## src/rtl/my_dc_fifo.sv

```systemverilog
// ---------------------------------------------------------------------------
// my_dc_fifo
//   Single-clock, mixed-width FIFO. Each 16-bit write word is stored whole.
//   It is read back as two bytes, low byte first. The FIFO links a 16-bit
//   producer to a byte-wide consumer. Reads are in normal (not show-ahead)
//   mode: q updates on the edge that accepts the read.
//
// Ports
//   Clk      in   system clock, rising edge
//   Rst_n    in   asynchronous active-low reset
//   data     in   WR_WIDTH   write word
//   wrreq    in   1          write request (ignored while wrfull)
//   rdreq    in   1          read request (ignored while rdempty)
//   q        out  WR_WIDTH/2 read byte, valid the cycle after an accepted read
//   rdempty  out  1          no bytes stored
//   rdusedw  out  AW+1       stored byte count, modulo 2*DEPTH_WORDS
//   wrfull   out  1          every word slot still holds an unread byte
//   wrusedw  out  AW         occupied word slots, modulo DEPTH_WORDS
// ---------------------------------------------------------------------------
module my_dc_fifo #(
    parameter int WR_WIDTH    = 16,
    parameter int DEPTH_WORDS = 256
) (
    input  logic                             Clk,
    input  logic                             Rst_n,
    input  logic [WR_WIDTH-1:0]              data,
    input  logic                             wrreq,
    input  logic                             rdreq,
    output logic [WR_WIDTH/2-1:0]            q,
    output logic                             rdempty,
    output logic [$clog2(DEPTH_WORDS):0]     rdusedw,
    output logic                             wrfull,
    output logic [$clog2(DEPTH_WORDS)-1:0]   wrusedw
);

    localparam int RD_W  = WR_WIDTH / 2;
    localparam int AW    = $clog2(DEPTH_WORDS);  // word address width
    localparam int RAW   = AW + 1;               // byte address width
    localparam int CW    = AW + 2;               // byte count 0..2*DEPTH_WORDS
    localparam int BYTES = 2 * DEPTH_WORDS;

    // Select the low or high half of a stored word.
    function automatic logic [RD_W-1:0] sel_byte(input logic [WR_WIDTH-1:0] w,
                                                 input logic               hi);
        return hi ? w[WR_WIDTH-1:RD_W] : w[RD_W-1:0];
    endfunction

    // Occupied word slots = ceil(bytes/2), truncated to the port width.
    // A half-read word still occupies its slot.
    function automatic logic [AW-1:0] ceil_half(input logic [CW-1:0] b);
        return AW'((b + CW'(1)) >> 1);
    endfunction

    logic [WR_WIDTH-1:0] mem [DEPTH_WORDS];
    logic [AW-1:0]       wr_ptr;
    logic [RAW-1:0]      rd_ptr;
    logic [CW-1:0]       cnt;
    logic [CW-1:0]       cnt_nxt;
    logic                wr_acc;
    logic                rd_acc;

    // Flags come from the registered count only. Acceptance therefore
    // always sees the state from before the edge.
    assign rdempty = (cnt == '0);
    assign wrfull  = (cnt > CW'(BYTES - 2));
    assign rdusedw = cnt[RAW-1:0];
    assign wrusedw = ceil_half(cnt);

    assign wr_acc = wrreq && !wrfull;
    assign rd_acc = rdreq && !rdempty;

    always_comb begin
        cnt_nxt = cnt;
        case ({wr_acc, rd_acc})
            2'b10:   cnt_nxt = cnt + CW'(2);
            2'b01:   cnt_nxt = cnt - CW'(1);
            2'b11:   cnt_nxt = cnt + CW'(1);
            default: cnt_nxt = cnt;
        endcase
    end

    // ---- stage p0: request acceptance, pointer and count update ----------
    always_ff @(posedge Clk or negedge Rst_n) begin
        if (!Rst_n) begin
            wr_ptr <= '0;
            rd_ptr <= '0;
            cnt    <= '0;
        end else begin
            if (wr_acc) wr_ptr <= wr_ptr + AW'(1);
            if (rd_acc) rd_ptr <= rd_ptr + RAW'(1);
            cnt <= cnt_nxt;
        end
    end

    // Storage is not reset. A read in the same cycle as a write sees the old
    // contents. A non-empty FIFO never has its read word targeted by the
    // write pointer, because wrfull blocks that case.
    always_ff @(posedge Clk) begin
        if (wr_acc) mem[wr_ptr] <= data;
    end

    // ---- stage p1: registered read byte ----------------------------------
    always_ff @(posedge Clk or negedge Rst_n) begin
        if (!Rst_n) begin
            q <= '0;
        end else if (rd_acc) begin
            q <= sel_byte(mem[rd_ptr[RAW-1:1]], rd_ptr[0]);
        end
    end

endmodule

```

## config.mk

```make
export PLATFORM = sky130hd
export DESIGN_NAME = my_dc_fifo
export DESIGN_NICKNAME = d
export VERILOG_FILES = /design/src/rtl/my_dc_fifo.sv
export SDC_FILE = /design/constraint.sdc
export NUM_CORES = 2
export LEC_CHECK = 0
export CAP_MARGIN = 20
export CORE_UTILIZATION = 37
export DETAILED_ROUTE_END_ITERATION = 12
export DONT_BUFFER_PORTS = 1
export HOLD_SLACK_MARGIN = 0.15
export MAX_ROUTING_LAYER = met4
export PLACE_DENSITY = 0.63
export SLEW_MARGIN = 40
export SYNTH_ARGS = -nofsm -noshare
export SYNTH_HDL_FRONTEND = slang
export SYNTH_SLANG_ARGS = --single-unit
```

## constraint.sdc

```tcl
create_clock -name Clk -period 5.7 [get_ports Clk]
set_input_delay 0.57 -clock Clk [delete_from_list [all_inputs] [get_ports Clk]]
set_output_delay 0.57 -clock Clk [all_outputs]
set_load 0.02 [all_outputs]
```

==> results.sh <==
export IMPL_switchingPower_mw=27.19
export IMPL_drt_first_pass_iters=6
export IMPL_drc=0
export IMPL_fin_skew_ps=79.71
export IMPL_p_clk_share_pct=31.1
export IMPL_maxSlewViolCount=0
export IMPL_cell_internal_pwr_mw=58.25
export IMPL_dpl_worst_slack_ps=1283
export IMPL_grt_ovfl_total=0
export IMPL_netlist_area_sq_um=160300
export IMPL_vias_per_cell=5.865
export IMPL_area_growth_pct=14.72
export IMPL_slew_headroom_pct=36.57
export IMPL_rsz0062_at_grt="false"
export IMPL_dp_hpwl_mm=268.8
export IMPL_cts_sinks=4131
export IMPL_fin_crit_sh_pct=82.69
export IMPL_initial_core_util_pct=37.18
export IMPL_max_clock_path_buffers=4
export IMPL_switching_share_pct=31.82
export IMPL_setup_tns_ps=0
export IMPL_p_leak_nw=57.11
export IMPL_power_mw=85.44
export IMPL_dieArea_sq_um=435900
export IMPL_postLayoutCoreUtil_pct=42.65
export IMPL_vias=81461
export IMPL_yosysTopAreaCellShare_pct=76.72
export IMPL_rows=241
export IMPL_critPathRequiredTime_ps=6510
export IMPL_cp_end_kind="flop"
export IMPL_start_kind="flop"
export IMPL_ir_worst_vdd_mv=0.4428
export IMPL_hold_path_class="input pin to async pin"
export IMPL_seq_area_frac_synth_pct=77.27
export IMPL_p_seq_share_pct=40.3
export IMPL_synth_cells=7367
export IMPL_routed_wl_mm=462.5
export IMPL_setup_viol=0
export IMPL_cp_max_fo=70
export IMPL_wl_per_cell_microns=33.30
export IMPL_drv_cap=0
export IMPL_synth_top_cells_by_area="edfxtp_1 (77%), mux4_2 (13%), mux2i_1 (2.1%), nor2_1 (0.76%), nand2_1 (0.64%)"
export IMPL_worstMarginPinSlew_ps=947.0
export IMPL_worstSetupPathType="flop to flop"
export IMPL_die_w_microns=660.3
export IMPL_grt_total_usage_pct=21.43
export IMPL_ys_ff_latch=4131
export IMPL_hold_viol_final=0
export IMPL_synthTopCellsByCount="edfxtp_1 (4096), mux4_2 (936), mux2i_1 (341), nor2_1 (323), nand2_1 (274)"
export IMPL_yosys_warnings=0
export IMPL_place_gp_congestion=0.9057
export IMPL_antenna_found_initial=29
export IMPL_status="finished, final reports clean"
export IMPL_fin_crit_ps=4713
export IMPL_io_pin_count=47
export IMPL_synth_most_common_cell="edfxtp_1"
export IMPL_final_nets=7871
export IMPL_die_y_microns=660.3
export IMPL_post_cts_resized=0
export IMPL_antenna_left=0
export IMPL_crit_arrival_ps=5520
export IMPL_clk_pin_slew_worst_paths_ps=70
export IMPL_yosys_area_top_type="edfxtp_1"
export IMPL_synth_edf_count=4096
export IMPL_synth_main_ff_cell="edfxtp_1"
export IMPL_synthDistinctLibCells=81
export IMPL_fmax_mhz=212.2
export IMPL_core_sq_um=431200
export IMPL_power_density_nw_per_um2=464.6
export IMPL_cts_buffers=407
export IMPL_initialDrtViolationCount=12160
export IMPL_synth_net_count=7398
export IMPL_grt_pass1_wl_mm=641.0
export IMPL_syn_avg_cell_area_sq_um=21.76
export IMPL_dp_cells=13067
export IMPL_timing_final_ws_setup_ps=986.6
export IMPL_port_buffers=0
export IMPL_final_layout_size_suffix_gt1_share_pct=26.28
export IMPL_final_cells=13890
export IMPL_grt_max_degree=257
export IMPL_htreeDepth=5
export IMPL_cts_tree="built"
export IMPL_combPwrFrac_pct=28.7
export IMPL_grt_pass1_vias=79931
export IMPL_clk_latency_ps=1000
export IMPL_async_flop_share_pct=0.8473
export IMPL_cts_root_buf="clkbuf_16"
routing by layer:
layer / part of all wire, % / GRT usage, % / routed length (microns)
met1: 38 / 28.68 / 177200
met5: 0 / - / 0
met3: 12 / 5.268 / 54060
met4: 4.4 / 8.088 / 20340
met2: 46 / 31.79 / 210900
placed cells by master, fill, tap and decap left out, types with 20 or more instances in the layout:
cell type and n:
a21oi_1 94, a22oi_1 60, a31oi_1 34, a32oi_1 45, buf_12 38, buf_16 54, buf_4 393, bufinv_16 39
clkbuf_1 90, clkbuf_16 413, clkinv_1 90, clkinv_2 68, dfrtp_1 26, dlygate4sd3_1 21, edfxtp_1 4096, mux2i_1 339
mux4_1 24, mux4_2 936, nand2_1 259, nand3_1 60, nor2_1 243, nor2_2 23, nor2_4 57, nor3_1 34
o21ai_0 42, o221ai_1 76, o22ai_1 87, xnor2_1 20
path summary, 6_finish.rpt:
path / startpoint / to / slack, ps / cells past startpoint
min reg2reg: cnt[9]$_DFFE_PN0P_ / cnt[9]$_DFFE_PN0P_ / 600 / 2
min: Rst_n / wr_ptr[1]$_DFFE_PN0P_ / 210 / 2
max in group asynchronous: Rst_n / q[2]$_DFFE_PN0P_ / 5160 / 2
min in group Clk: data[10] / mem[105][10]$_DFFE_PP_ / 210 / 2
max reg2reg: rd_ptr[1]$_DFFE_PN0P_ / q[2]$_DFFE_PN0P_ / 990 / 10
max: rd_ptr[1]$_DFFE_PN0P_ / q[2]$_DFFE_PN0P_ / 990 / 10
sequential cells by signal, summed over array words and instances, names as in the netlist:
signal	cells
mem	4096
cnt	10
rd_ptr	9
q	8
wr_ptr	8
power by group through the flow:
stage	clock, mW	sequential [mW]	combinational (mW)
after floorplan	0	34.5	15.3
after global placement	0	35.0	23.3
after detailed placement	0	35.0	23.5
after CTS	26.8	34.4	24.2
after global routing	27.9	34.4	25.2
final	26.6	34.4	24.5
logic make-up (layout without fill, tap and decap cells):
kind of cell / count (synthesis) / count (layout) / share of synthesized area [%]
fa+ha+maj: 11 / 11 / 0.08585
mux: 1317 / 1317 / 15.78
flops: 4131 / 4131 / 77.27
other cells: 0 / 17 / 0
simple gates: 816 / 816 / 2.199
compound gates: 606 / 606 / 2.738
xor+xnor: 29 / 29 / 0.1584
buf+inv: 457 / 1253 / 1.769
metrics by stage:
step / cell area (sq um) / hold WS, ps
floorplan: 160300 / 274.4
global placement: 168700 / 277.0
detailed placement: 169200 / 277.0
CTS: 182800 / 161.1
global route: 183900 / 193.6
finish: 183900 / 206.1
worst max-delay path: stages (launching register included):
cell      delay [ps]
dfrtp_4          740
buf_12           280
buf_12           260
buf_16           430
mux4_2           570
mux2i_1          360
mux2i_1          350
a22oi_1          410
nand4_1          410
a211oi_1         420
o41ai_1          140
final cells by class:
class	count	area, sq um
multi-input cells	2779	34330
clock buffers	503	10670
repair buffers	509	5445
diodes	17	42.54
well taps	5710	7144
fillers	36458	247300
clock inverters	229	2325
inverters	12	63.81
flip-flops and latches	4131	123900
timing repair:
| action | 4_1_cts | 5_1_grt |
|---|---|---|
| hold buffers | 27 | 14 |
| endpoints found under the hold margin | 3970 | 386 |
| buffers inserted | 0 | 0 |
| setup endpoints to repair | 0 | 0 |
(Power assumes the default switching activity.)
